<file path="config.mk">
export PLATFORM = sky130hd
export DESIGN_NAME = servo_pwm_gen
export DESIGN_NICKNAME = d
export VERILOG_FILES = /design/src/rtl/servo_pwm_gen.sv
export SDC_FILE = /design/constraint.sdc
export NUM_CORES = 1
export LEC_CHECK = 0
export CORE_UTILIZATION = 56
export DETAILED_ROUTE_END_ITERATION = 10
export GPL_TIMING_DRIVEN = 0
export PLACE_DENSITY = 0.78
export SLEW_MARGIN = 20
export SYNTH_ARGS = -nofsm -noshare
export SYNTH_HDL_FRONTEND = slang
export SYNTH_SLANG_ARGS = --single-unit
</file>
<file path="constraint.sdc">
create_clock -name i_Clk -period 7 [get_ports i_Clk]
set_input_delay 1.05 -clock i_Clk [delete_from_list [all_inputs] [get_ports i_Clk]]
set_output_delay 1.05 -clock i_Clk [all_outputs]
set_load 0.01 [all_outputs]
</file>
<file path="src/rtl/servo_pwm_gen.sv">
// rtl/servo_pwm_gen.sv - hobby-servo PWM generator with per-frame angle sampling and slew limit
module servo_pwm_gen #(
    parameter int PERIOD_CYCLES  = 500000,
    parameter int MIN_PULSE      = 25000,
    parameter int CYCLES_PER_DEG = 69,
    parameter int STEP_DEG       = 4
) (
    input  logic       i_Clk,
    input  logic       i_Rst_n,
    input  logic [8:0] i_Angle,
    output logic       o_Servo_PWM,
    output logic       o_Period_Start,
    output logic [8:0] o_Cur_Angle,
    output logic       o_At_Target
);

    localparam int CW = $clog2(PERIOD_CYCLES);
    localparam logic [CW-1:0] LAST    = CW'(PERIOD_CYCLES - 1);
    localparam logic [CW-1:0] ONE     = CW'(1);
    localparam logic [CW-1:0] MIN_P   = CW'(MIN_PULSE);
    localparam logic [CW-1:0] CPD     = CW'(CYCLES_PER_DEG);
    localparam logic [8:0]    STEP    = 9'(STEP_DEG);
    localparam logic [8:0]    MAX_ANG = 9'd360;

    typedef enum logic {GAP = 1'b0, PULSE = 1'b1} state_t;

    state_t        state_q, state_d;
    logic [CW-1:0] cnt_q, cnt_d;
    logic [CW-1:0] pulse_len_q, pulse_len_d;
    logic [8:0]    cur_q, cur_d;
    logic          at_q, at_d;
    logic          ps_q, ps_d;

    logic [8:0]    target;
    logic [8:0]    cur_next;
    logic [8:0]    diff_up;
    logic [8:0]    diff_dn;
    logic [CW-1:0] cnt_inc;
    logic          frame_start;

    always_comb begin
        target   = (i_Angle > MAX_ANG) ? MAX_ANG : i_Angle;
        diff_up  = target - cur_q;
        diff_dn  = cur_q - target;
        cur_next = target;
        if (STEP_DEG != 0) begin
            if (target > cur_q) begin
                cur_next = (diff_up > STEP) ? cur_q + STEP : target;
            end else if (target < cur_q) begin
                cur_next = (diff_dn > STEP) ? cur_q - STEP : target;
            end
        end
    end

    // The pulse stays high while the post-increment count is still inside pulse_len.
    always_comb begin
        frame_start = (cnt_q == LAST);
        cnt_inc     = cnt_q + ONE;
        cnt_d       = cnt_inc;
        state_d     = (cnt_inc < pulse_len_q) ? PULSE : GAP;
        pulse_len_d = pulse_len_q;
        cur_d       = cur_q;
        at_d        = at_q;
        ps_d        = 1'b0;
        if (frame_start) begin
            cnt_d       = '0;
            state_d     = PULSE;
            cur_d       = cur_next;
            pulse_len_d = MIN_P + CW'(cur_next) * CPD;
            at_d        = (cur_next == target);
            ps_d        = 1'b1;
        end
    end

    // Counter resets to the last slot so the first edge out of reset opens a frame.
    always_ff @(posedge i_Clk) begin
        if (!i_Rst_n) begin
            state_q     <= GAP;
            cnt_q       <= LAST;
            pulse_len_q <= MIN_P;
            cur_q       <= '0;
            at_q        <= 1'b0;
            ps_q        <= 1'b0;
        end else begin
            state_q     <= state_d;
            cnt_q       <= cnt_d;
            pulse_len_q <= pulse_len_d;
            cur_q       <= cur_d;
            at_q        <= at_d;
            ps_q        <= ps_d;
        end
    end

    assign o_Servo_PWM    = (state_q == PULSE);
    assign o_Period_Start = ps_q;
    assign o_Cur_Angle    = cur_q;
    assign o_At_Target    = at_q;

endmodule

</file>
==> impl_metrics.yaml, run 1 <==
clock_tree:
  h-tree-depth: 2
  cts_inserted_buffers: 5
  cts_root_buf: "clkbuf_8"
  cts_tree: "built"
  clkSinkCount: 46
  hold_buffers: 0
  clk_path_buf_depth: 2
  clk-insertion-delay-late_ns: 0.31
  clk_pin_slew_worst_paths_ns: 0.08
floorplan:
  rows: 32
  core_um2: 7890
  ioPinCount: 23
  die_h_um: 93.3
  initial_core_util: 0.591
  die_area_um2: 8700
  die_x_um: 93.3
route:
  vias: 4391
  drc: 0
  wl_mm: 12.4
  ant_nets: 0
  wl_met1_mm: 5.62
  top_layer_used: "met4"
  wl_met3_um: 831
  dr.first_iter.drc_count: 284
  viasPerCell: 5.93
  route.met2.wl_mm: 5.76
  wl_per_cell_um: 16.8
  drt_first_pass_iters: 5
layout:
  multi_input_area_um2: 3720
  drive_above_1_share: 0.191
  synthToLayoutAreaGrowth_pct: 19.7
  final.fill_count: 579
  regArea_um2: 921
  insertedDiodeCount: 0
  final_nets: 725
synthesis:
  syn_area_um2: 4660
  syn_area_per_cell_um2: 8.06
  ys.flop_type: "dfxtp_1"
  synth_edf_count: 0
  synth_cells: 579
  synth_seq_cells: 46
  post_synth_num_cell_types: 66
  synthesis.nets: 667
  ys_async_sr_fraction: 0
  seq_area_frac_synth: 0.197
  ys_warn_count: 0
grt:
  grt_max_degree: 15
  grt_pass1_vias: 4089
  grt-ovfl-total: 0
  grt_usage: 0.288
  grt_pass1_wl_mm: 19.9
  antenna_found_initial: 0
timing:
  worst_pin_slew_ns: 0.744
  finalSetupTns_ns: 0
  fin_skew_ns: 0.0108
  setup_viol: 0
  relSlewSlack: 0.500
  period_share: 0.977
  slew_viol_final: 0
  min_period_ns: 6.84
  fmax_mhz: 146
  final-hold-violation-count: 0
worst_setup_path:
  worst_path_largest_cell_delay_ns: 0.54
  crit_path_start_kind: "input port"
  critPathKind: "input port to register"
  worstPathMaxFanout: 7
  cpMostUsedCell: "o21ai_2"
  r2r_start: "o_Cur_Angle[2]$_SDFFE_PN0P_"
  end_kind: "register"
  reg2reg_slack_ns: 0.72
  cpMaxStageDelayCell: "fa_1"
  crit_path_end: "pulse_len_q[16]$_SDFFE_PN0P_"
  critPathLaunch: "i_Angle[4]"
  worst_r2r_endpoint: "pulse_len_q[16]$_SDFFE_PN0P_"
  r2r_cells: 30
  worst_ep_required_time_ns: 7.20
  cp.arrival_ns: 7.04
job:
  drv_cap: 0
hold_path:
  hp-start: "pulse_len_q[12]$_SDFFE_PN0P_"
  hold_class: "register to register"
status:
  status: "completed"
place:
  place_hpwl_mm: 9.23
  place_congestion: 0.896
  portBuffers: 22
[routing by layer]
| metal | vias to the layer above | track usage |
|---|---|---|
| li1 | 2135 | - |
| met1 | 2081 | 0.404 |
| met2 | 154 | 0.475 |
| met3 | 21 | 0.0341 |
| met4 | 0 | 0.0603 |
| met5 | - | 0 |
[Yosys cell counts (6+ instances only)]
library cell / number / area [um2]
o211ai_1: 8 / 60.1
inv_1: 56 / 210
fa_1: 8 / 160
nand2_1: 61 / 229
a21oi_1: 44 / 220
nand3_1: 22 / 110
ha_1: 69 / 863
nand4_1: 9 / 56.3
nor2_1: 27 / 101
nor3_1: 10 / 50.1
xor2_1: 13 / 114
and2_1: 8 / 50.1
nand2b_1: 9 / 56.3
and3_1: 8 / 50.1
a211oi_1: 7 / 52.6
o21ai_0: 24 / 120
buf_4: 6 / 45.0
xnor2_1: 39 / 342
mux2i_1: 7 / 70.1
clkbuf_1: 10 / 37.5
dfxtp_1: 46 / 921
[final cells by class]
cell class,count,share of cell area
timing repair buffer,52,0.0751
inverter,57,0.0383
tap,102,0.0229
clock buffer,6,0.0130
buffer,17,0.0177
multi-input combinational,458,0.666
sequential,46,0.165
clock inverter,2,0.00246
[worst max-delay path, delay by kind of cell]
kind	cells	cell delay (ns)
simple gates	5	0.96
compound gates	16	2.58
buf+inv	7	0.73
fa+ha+maj	5	1.58
xor+xnor	1	0.14
[placed cells by master (no fill, tap or decap), types with 6 or more instances in the layout]
cell             netlist  final
a21oi_1               44     36
a21oi_2                3      6
a21oi_4                1      6
and2_1                 8      8
and3_1                 8      8
buf_4                  6     34
clkbuf_1              10     10
clkbuf_2               0      6
clkdlybuf4s50_1        0     16
dfxtp_1               46     46
fa_1                   8      6
ha_1                  69     62
inv_1                 56     53
nand2_1               61     56
nand2b_1               9      9
nand3_1               22     22
nand4_1                9      9
nor2_1                27     24
nor3_1                10     10
o211ai_1               8      8
o21ai_0               24     19
xnor2_1               39     39
xor2_1                13     13
[flip-flops by register name, summed over array words and instances, names as in the netlist]
name and cells:
o_At_Target 1, o_Servo_PWM 1, o_Period_Start 1, cnt_q 19, o_Cur_Angle 9, pulse_len_q 15
[logic make-up after synthesis]
| family | Yosys count | synth area share |
|---|---|---|
| buffers and inverters | 75 | 0.0657 |
| AND/OR/NAND/NOR | 185 | 0.200 |
| AO/OA/AOI/OAI | 133 | 0.195 |
| flip-flops | 46 | 0.197 |
| XOR/XNOR | 52 | 0.0976 |
| multiplexers | 11 | 0.0247 |
| adder cells (fa/ha/maj) | 77 | 0.219 |
[per-stage QoR]
stage | hold WS (ns) | utilization | instance area [um2] | cells | setup WS (ns)
3_5_place_dp | 0.446 | 0.636 | 5020 | 703 | -1.37
2_1_floorplan | 0.432 | - | 4670 | 579 | 0.0192
4_1_cts | 0.457 | 0.687 | 5420 | 729 | 0.0179
5_1_grt | 0.474 | 0.708 | 5580 | 740 | -0.0962
6_report | 0.457 | 0.708 | 5580 | 740 | 0.159
3_3_place_gp | 0.444 | 0.636 | 5020 | 703 | -1.26
[worst min path at each step]
stage / cells past startpoint / slack [ns] / to
6_report: 2 / 0.46 / pulse_len_q[12]$_SDFFE_PN0P_
5_1_grt: 2 / 0.47 / pulse_len_q[12]$_SDFFE_PN0P_
4_1_cts: 2 / 0.46 / pulse_len_q[12]$_SDFFE_PN0P_
3_5_place_dp: 2 / 0.45 / pulse_len_q[4]$_SDFFE_PN0P_
3_3_place_gp: 2 / 0.44 / pulse_len_q[4]$_SDFFE_PN0P_
2_1_floorplan: 2 / 0.43 / pulse_len_q[2]$_SDFFE_PN0P_
[timing repair]
action,4_1_cts,5_1_grt
endpoints found under the setup margin,9,6
pin swaps,24,29
gates resized for setup,52,30
hold endpoints to repair,0,0
setup buffers,19,11
Power of run 1 is left out: the tool's default activity adds up to more than one toggle a clock period on the data nets, which glitch-free logic cannot reach.
==> run 2: changes to the inputs <==
--- a/config.mk
+++ b/config.mk
@@ -5,10 +5,11 @@
 export SDC_FILE = /design/constraint.sdc
 export NUM_CORES = 1
 export LEC_CHECK = 0
-export CORE_UTILIZATION = 56
+export CORE_UTILIZATION = 63
 export DETAILED_ROUTE_END_ITERATION = 10
 export GPL_TIMING_DRIVEN = 0
-export PLACE_DENSITY = 0.78
+export PLACE_DENSITY = 0.83
+export SETUP_SLACK_MARGIN = 0.2
 export SLEW_MARGIN = 20
 export SYNTH_ARGS = -nofsm -noshare
 export SYNTH_HDL_FRONTEND = slang
==> constraint.sdc (replaced) <==
create_clock -name i_Clk -period 8.2 [get_ports i_Clk]
set_input_delay 1.23 -clock i_Clk [delete_from_list [all_inputs] [get_ports i_Clk]]
set_output_delay 1.23 -clock i_Clk [all_outputs]
set_load 0.01 [all_outputs]
==> run 2 against run 1 <==
  * Global-route usage rose by 3.4 points
  * Utilization up 2.5 points
  * Register-to-register slack better by 0.99 ns
  * Sequential share of layout area up 0.92 points
  * Flip-flop and latch count unchanged
==> impl_metrics.yaml, run 2 (synthesis results as in run 1) <==
clock_tree:
  hold_buffers: 0
  clk_pin_slew_worst_paths_ns: 0.09
  clk_path_buf_depth: 2
  clkSinkCount: 46
  cts_inserted_buffers: 5
  cts_root_buf: "clkbuf_8"
  clk-insertion-delay-late_ns: 0.31
  cts_tree: "built"
  h-tree-depth: 2
place:
  portBuffers: 22
  place_hpwl_mm: 9.33
  post-place-cells: 700
  place_congestion: 0.938
layout:
  layout_commonest_cell: "ha_1"
  largest_reg_flops: 19
  insertedDiodeCount: 0
  drive_above_1_share: 0.113
  final_nets: 700
  postLayoutCoreUtil: 0.733
  synthToLayoutAreaGrowth_pct: 13.4
  mostFrequentLayoutCells: "68 x ha_1, 59 x nand2_1, 56 x inv_1"
  largest_register: "cnt_q"
  fin_cells: 712
floorplan:
  ioPinCount: 23
  core_um2: 7210
  rows: 31
  die_area_um2: 7750
  initial_core_util: 0.647
  die_x_um: 88.0
  die_h_um: 88.0
hold_path:
  hp-start: "pulse_len_q[10]$_SDFFE_PN0P_"
  hold_class: "register to register"
route:
  ant_nets: 0
  drt_first_pass_iters: 5
  vias: 4231
  wl_mm: 12.1
  viasPerCell: 5.94
  wl_per_cell_um: 16.9
  drc: 0
  dr.first_iter.drc_count: 247
worst_setup_path:
  r2r_start: "o_Cur_Angle[4]$_SDFFE_PN0P_"
  cp.arrival_ns: 7.90
  worstPathMaxFanout: 6
  end_kind: "register"
  critPathLaunch: "i_Angle[7]"
  cpMostUsedCell: "a21oi_2"
  critPathKind: "input port to register"
  crit_path_start_kind: "input port"
  worst_ep_required_time_ns: 8.40
  cpMaxStageDelayCell: "clkdlybuf4s50_1"
  worst_path_largest_cell_delay_ns: 0.55
grt:
  grt-ovfl-total: 0
  grt_usage: 0.322
  grt_max_degree: 16
  antenna_found_initial: 0
  grt_pass1_wl_mm: 18.9
  grt_pass1_vias: 3905
timing:
  final-hold-violation-count: 0
  relSlewSlack: 0.438
  worst_pin_slew_ns: 0.836
  slew_viol_final: 0
  hold-worst-slack_ns: 0.464
  min_period_ns: 7.70
  fin_skew_ns: 0.0157
  period_share: 0.939
  fmax_mhz: 130
  rsz0062_at_grt: "true"
  setup_viol: 0
job:
  drv_cap: 0
status:
  status: "completed"
[run 2: cell types whose count changed in the layout (fill, tap and decap cells not counted), sizes merged]
| cell | before | now |
|---|---|---|
| clkinv | 3 | 2 |
| clkbuf | 21 | 16 |
| bufinv | 0 | 2 |
| clkdlybuf4s50 | 16 | 22 |
| buf | 38 | 11 |
[run 2: repair_timing]
action / CTS / global route
buffers inserted: 0 / 4
pin swaps: 0 / 5
hold endpoints to repair: 0 / 0
gates resized for setup: 8 / 23
setup endpoints to repair: 5 / 6
[run 2: routing by layer]
metal / share of wire / GRT usage / vias up
met4: 0.026 / 0.133 / 0
met2: 0.46 / 0.515 / 122
met1: 0.46 / 0.435 / 1996
li1: - / - / 2086
met3: 0.051 / 0.0452 / 27
met5: 0 / 0 / -
[run 2: worst paths after layout]
path	end	slack, ns	cells after the start
setup / recovery	pulse_len_q[16]$_SDFFE_PN0P_	0.50	30
hold / removal	pulse_len_q[10]$_SDFFE_PN0P_	0.46	2
setup reg to reg	pulse_len_q[16]$_SDFFE_PN0P_	1.71	28
hold reg to reg	pulse_len_q[10]$_SDFFE_PN0P_	0.46	2
[run 2: through the flow]
step / TNS (ns) / cell area (um2) / setup WS, ns
final: 0 / 5290 / 0.498
after global routing: 0 / 5290 / 0.168
after CTS: 0 / 5190 / 0.201
after detailed placement: -2.66 / 5010 / -0.787
after global placement: -1.26 / 5010 / -0.494
after floorplan: 0 / 4660 / 0.887
[run 2: final cells by class]
cell class / instances / area, um2
clock buffers: 5 / 68.8
plain buffers: 18 / 96.3
inverters: 57 / 214
clock inverters: 3 / 68.8
well taps: 99 / 124
repair buffers: 26 / 250
flip-flops and latches: 46 / 921
multi-input cells: 458 / 3550
fillers: 597 / 1930
[run 2: worst max-delay path: cells and delay by family]
kind            cells  cell delay (ns)
compound gates     15             2.83
simple gates        3             0.70
xor+xnor            1             0.08
fa+ha+maj           5             1.86
buf+inv             4             0.73
mux                 2             0.48
Power of run 2 is left out for the same reason.
==> run 3: changes to the inputs <==
--- a/config.mk
+++ b/config.mk
@@ -7,7 +7,6 @@
 export LEC_CHECK = 0
 export CORE_UTILIZATION = 63
 export DETAILED_ROUTE_END_ITERATION = 10
-export GPL_TIMING_DRIVEN = 0
 export PLACE_DENSITY = 0.83
 export SETUP_SLACK_MARGIN = 0.2
 export SLEW_MARGIN = 20
==> run 3 against run 2 <==
  * Sequential share of layout area up 0.42 points
  * Worst setup slack improved by 0.13 ns
  * Critical path depth unchanged
  * Flip-flop and latch count is the same
  * Final cell count shrank 0.98%
  * Routed wire length is 6.4% lower
  * Design area decreased by 2.3%
  * Highest routed layer unchanged
==> impl_metrics.yaml, run 3 (synthesis results as in run 1) <==
status:
  status: "completed"
layout:
  largest_reg_flops: 19
  drive_above_1_share: 0.0974
  synthToLayoutAreaGrowth_pct: 10.7
  mostFrequentLayoutCells: "68 x ha_1, 61 x nand2_1, 56 x inv_1"
  layout_commonest_cell: "ha_1"
  largest_register: "cnt_q"
  final_nets: 694
  insertedDiodeCount: 0
worst_setup_path:
  reg2reg_slack_ns: 1.75
  critPathLaunch: "i_Angle[7]"
  worstPathMaxFanout: 6
  critPathKind: "input port to register"
  worst_ep_required_time_ns: 8.42
  worst_r2r_endpoint: "pulse_len_q[14]$_SDFFE_PN1P_"
  cpMostUsedCell: "ha_1"
  cp.arrival_ns: 7.79
  critPathBufInv: 4
  crit_path_end: "pulse_len_q[14]$_SDFFE_PN1P_"
  cpLargestDelayFamily: "compound AO/OA/AOI/OAI gates"
  crit_path_start_kind: "input port"
  worst_path_largest_cell_delay_ns: 0.50
  end_kind: "register"
  r2r_start: "o_Cur_Angle[5]$_SDFFE_PN0P_"
  r2r_cells: 26
  cp.depth: 30
  cpMaxStageDelayCell: "clkdlybuf4s50_1"
place:
  place_congestion: 0.903
  place_hpwl_mm: 8.86
  portBuffers: 22
route:
  viasPerCell: 6.00
  drc: 0
  vias: 4228
  drt_first_pass_iters: 5
  ant_nets: 0
  wl_per_cell_um: 16.0
  wl_mm: 11.3
  dr.first_iter.drc_count: 207
floorplan:
  rows: 31
  core_um2: 7210
  initial_core_util: 0.647
  ioPinCount: 23
  die_x_um: 88.0
  die_area_um2: 7750
  die_h_um: 88.0
timing:
  fmax_mhz: 132
  final-hold-violation-count: 0
  fin_skew_ns: 0.00606
  slew_viol_final: 0
  period_share: 0.923
  min_period_ns: 7.57
  worst_pin_slew_ns: 1.02
  setup_viol: 0
  finalSetupTns_ns: 0
  rsz0062_at_grt: "false"
  relSlewSlack: 0.321
grt:
  grt_pass1_vias: 4030
  grt_max_degree: 30
  grt_usage: 0.309
  grt_pass1_wl_mm: 18.8
  grt-ovfl-total: 0
  antenna_found_initial: 0
hold_path:
  hold_class: "register to register"
clock_tree:
  h-tree-depth: 2
  clkSinkCount: 46
  postCtsSetupRepairBufs: 0
  clk-insertion-delay-late_ns: 0.30
  cts_tree: "built"
  cts_root_buf: "clkbuf_8"
  clk_pin_slew_worst_paths_ns: 0.08
  clk_path_buf_depth: 2
  cts_inserted_buffers: 5
job:
  drv_cap: 0
[run 3: changes by cell type in the layout (fill, tap and decap cells not counted), sizes merged]
cell / before / now
buf: 11 / 16
bufinv: 2 / 0
clkbuf: 16 / 5
clkinv: 2 / 3
[run 3: per-stage QoR]
| stage | hold WS, ns | util | area, um2 | worst slack [ns] | cells |
|---|---|---|---|---|---|
| 6_report | 0.462 | 0.716 | 5160 | 0.631 | 705 |
| 5_1_grt | 0.486 | 0.716 | 5160 | 0.169 | 705 |
| 4_1_cts | 0.461 | 0.710 | 5120 | 0.406 | 705 |
| 3_5_place_dp | 0.449 | 0.699 | 5040 | 0.116 | 698 |
| 3_3_place_gp | 0.443 | 0.699 | 5040 | 0.296 | 698 |
| 2_1_floorplan | 0.432 | - | 4660 | 0.887 | 579 |
[run 3: area by class of cell]
cell class              instances  area, um2
clock buffers                   5       68.8
clock inverters                 2       10.0
multi-input cells             458       3490
repair buffers                 38        340
inverters                      57        214
flip-flops and latches         46        921
fillers                       584       2050
well taps                      99        124
[run 3: metal layers]
layer,GRT usage,share of wire
met1,0.432,0.47
met2,0.495,0.45
met3,0.0443,0.059
met4,0.0880,0.015
met5,0,0
[run 3: how the worst min path moves through the flow]
| stage | cells past startpoint | end | start |
|---|---|---|---|
| after floorplan | 2 | pulse_len_q[2]$_SDFFE_PN0P_ | pulse_len_q[2]$_SDFFE_PN0P_ |
| after global placement | 2 | pulse_len_q[9]$_SDFFE_PN0P_ | pulse_len_q[9]$_SDFFE_PN0P_ |
| after detailed placement | 2 | pulse_len_q[9]$_SDFFE_PN0P_ | pulse_len_q[9]$_SDFFE_PN0P_ |
| after CTS | 2 | pulse_len_q[10]$_SDFFE_PN0P_ | pulse_len_q[10]$_SDFFE_PN0P_ |
| after global routing | 2 | pulse_len_q[4]$_SDFFE_PN0P_ | pulse_len_q[4]$_SDFFE_PN0P_ |
| final | 2 | pulse_len_q[9]$_SDFFE_PN0P_ | pulse_len_q[9]$_SDFFE_PN0P_ |
[run 3: repair_timing]
item / in CTS / in global routing
setup endpoints to repair: 0 / 4
hold buffers: 0 / 0
gates resized for setup: 0 / 10
[run 3: worst register-to-register path: stages (launching register included)]
cell and delay [ns]:
dfxtp_1 0.47, clkinv_1 0.28, ha_1 0.51, or2_1 0.29
or4b_1 0.53, a21oi_2 0.19, o211ai_1 0.17, o21ai_2 0.31
nand2_4 0.13, mux2i_1 0.15, mux2_2 0.35, ha_1 0.31
inv_1 0.05, fa_1 0.47, inv_1 0.04, ha_1 0.28
ha_1 0.34, a21o_1 0.18, a21oi_2 0.17, o21bai_1 0.09
a21oi_1 0.22, o21ai_0 0.15, a21oi_1 0.17, o21ai_1 0.10
xnor2_1 0.18, nor2_1 0.06, o21ai_0 0.18
Power of run 3 is left out for the same reason.
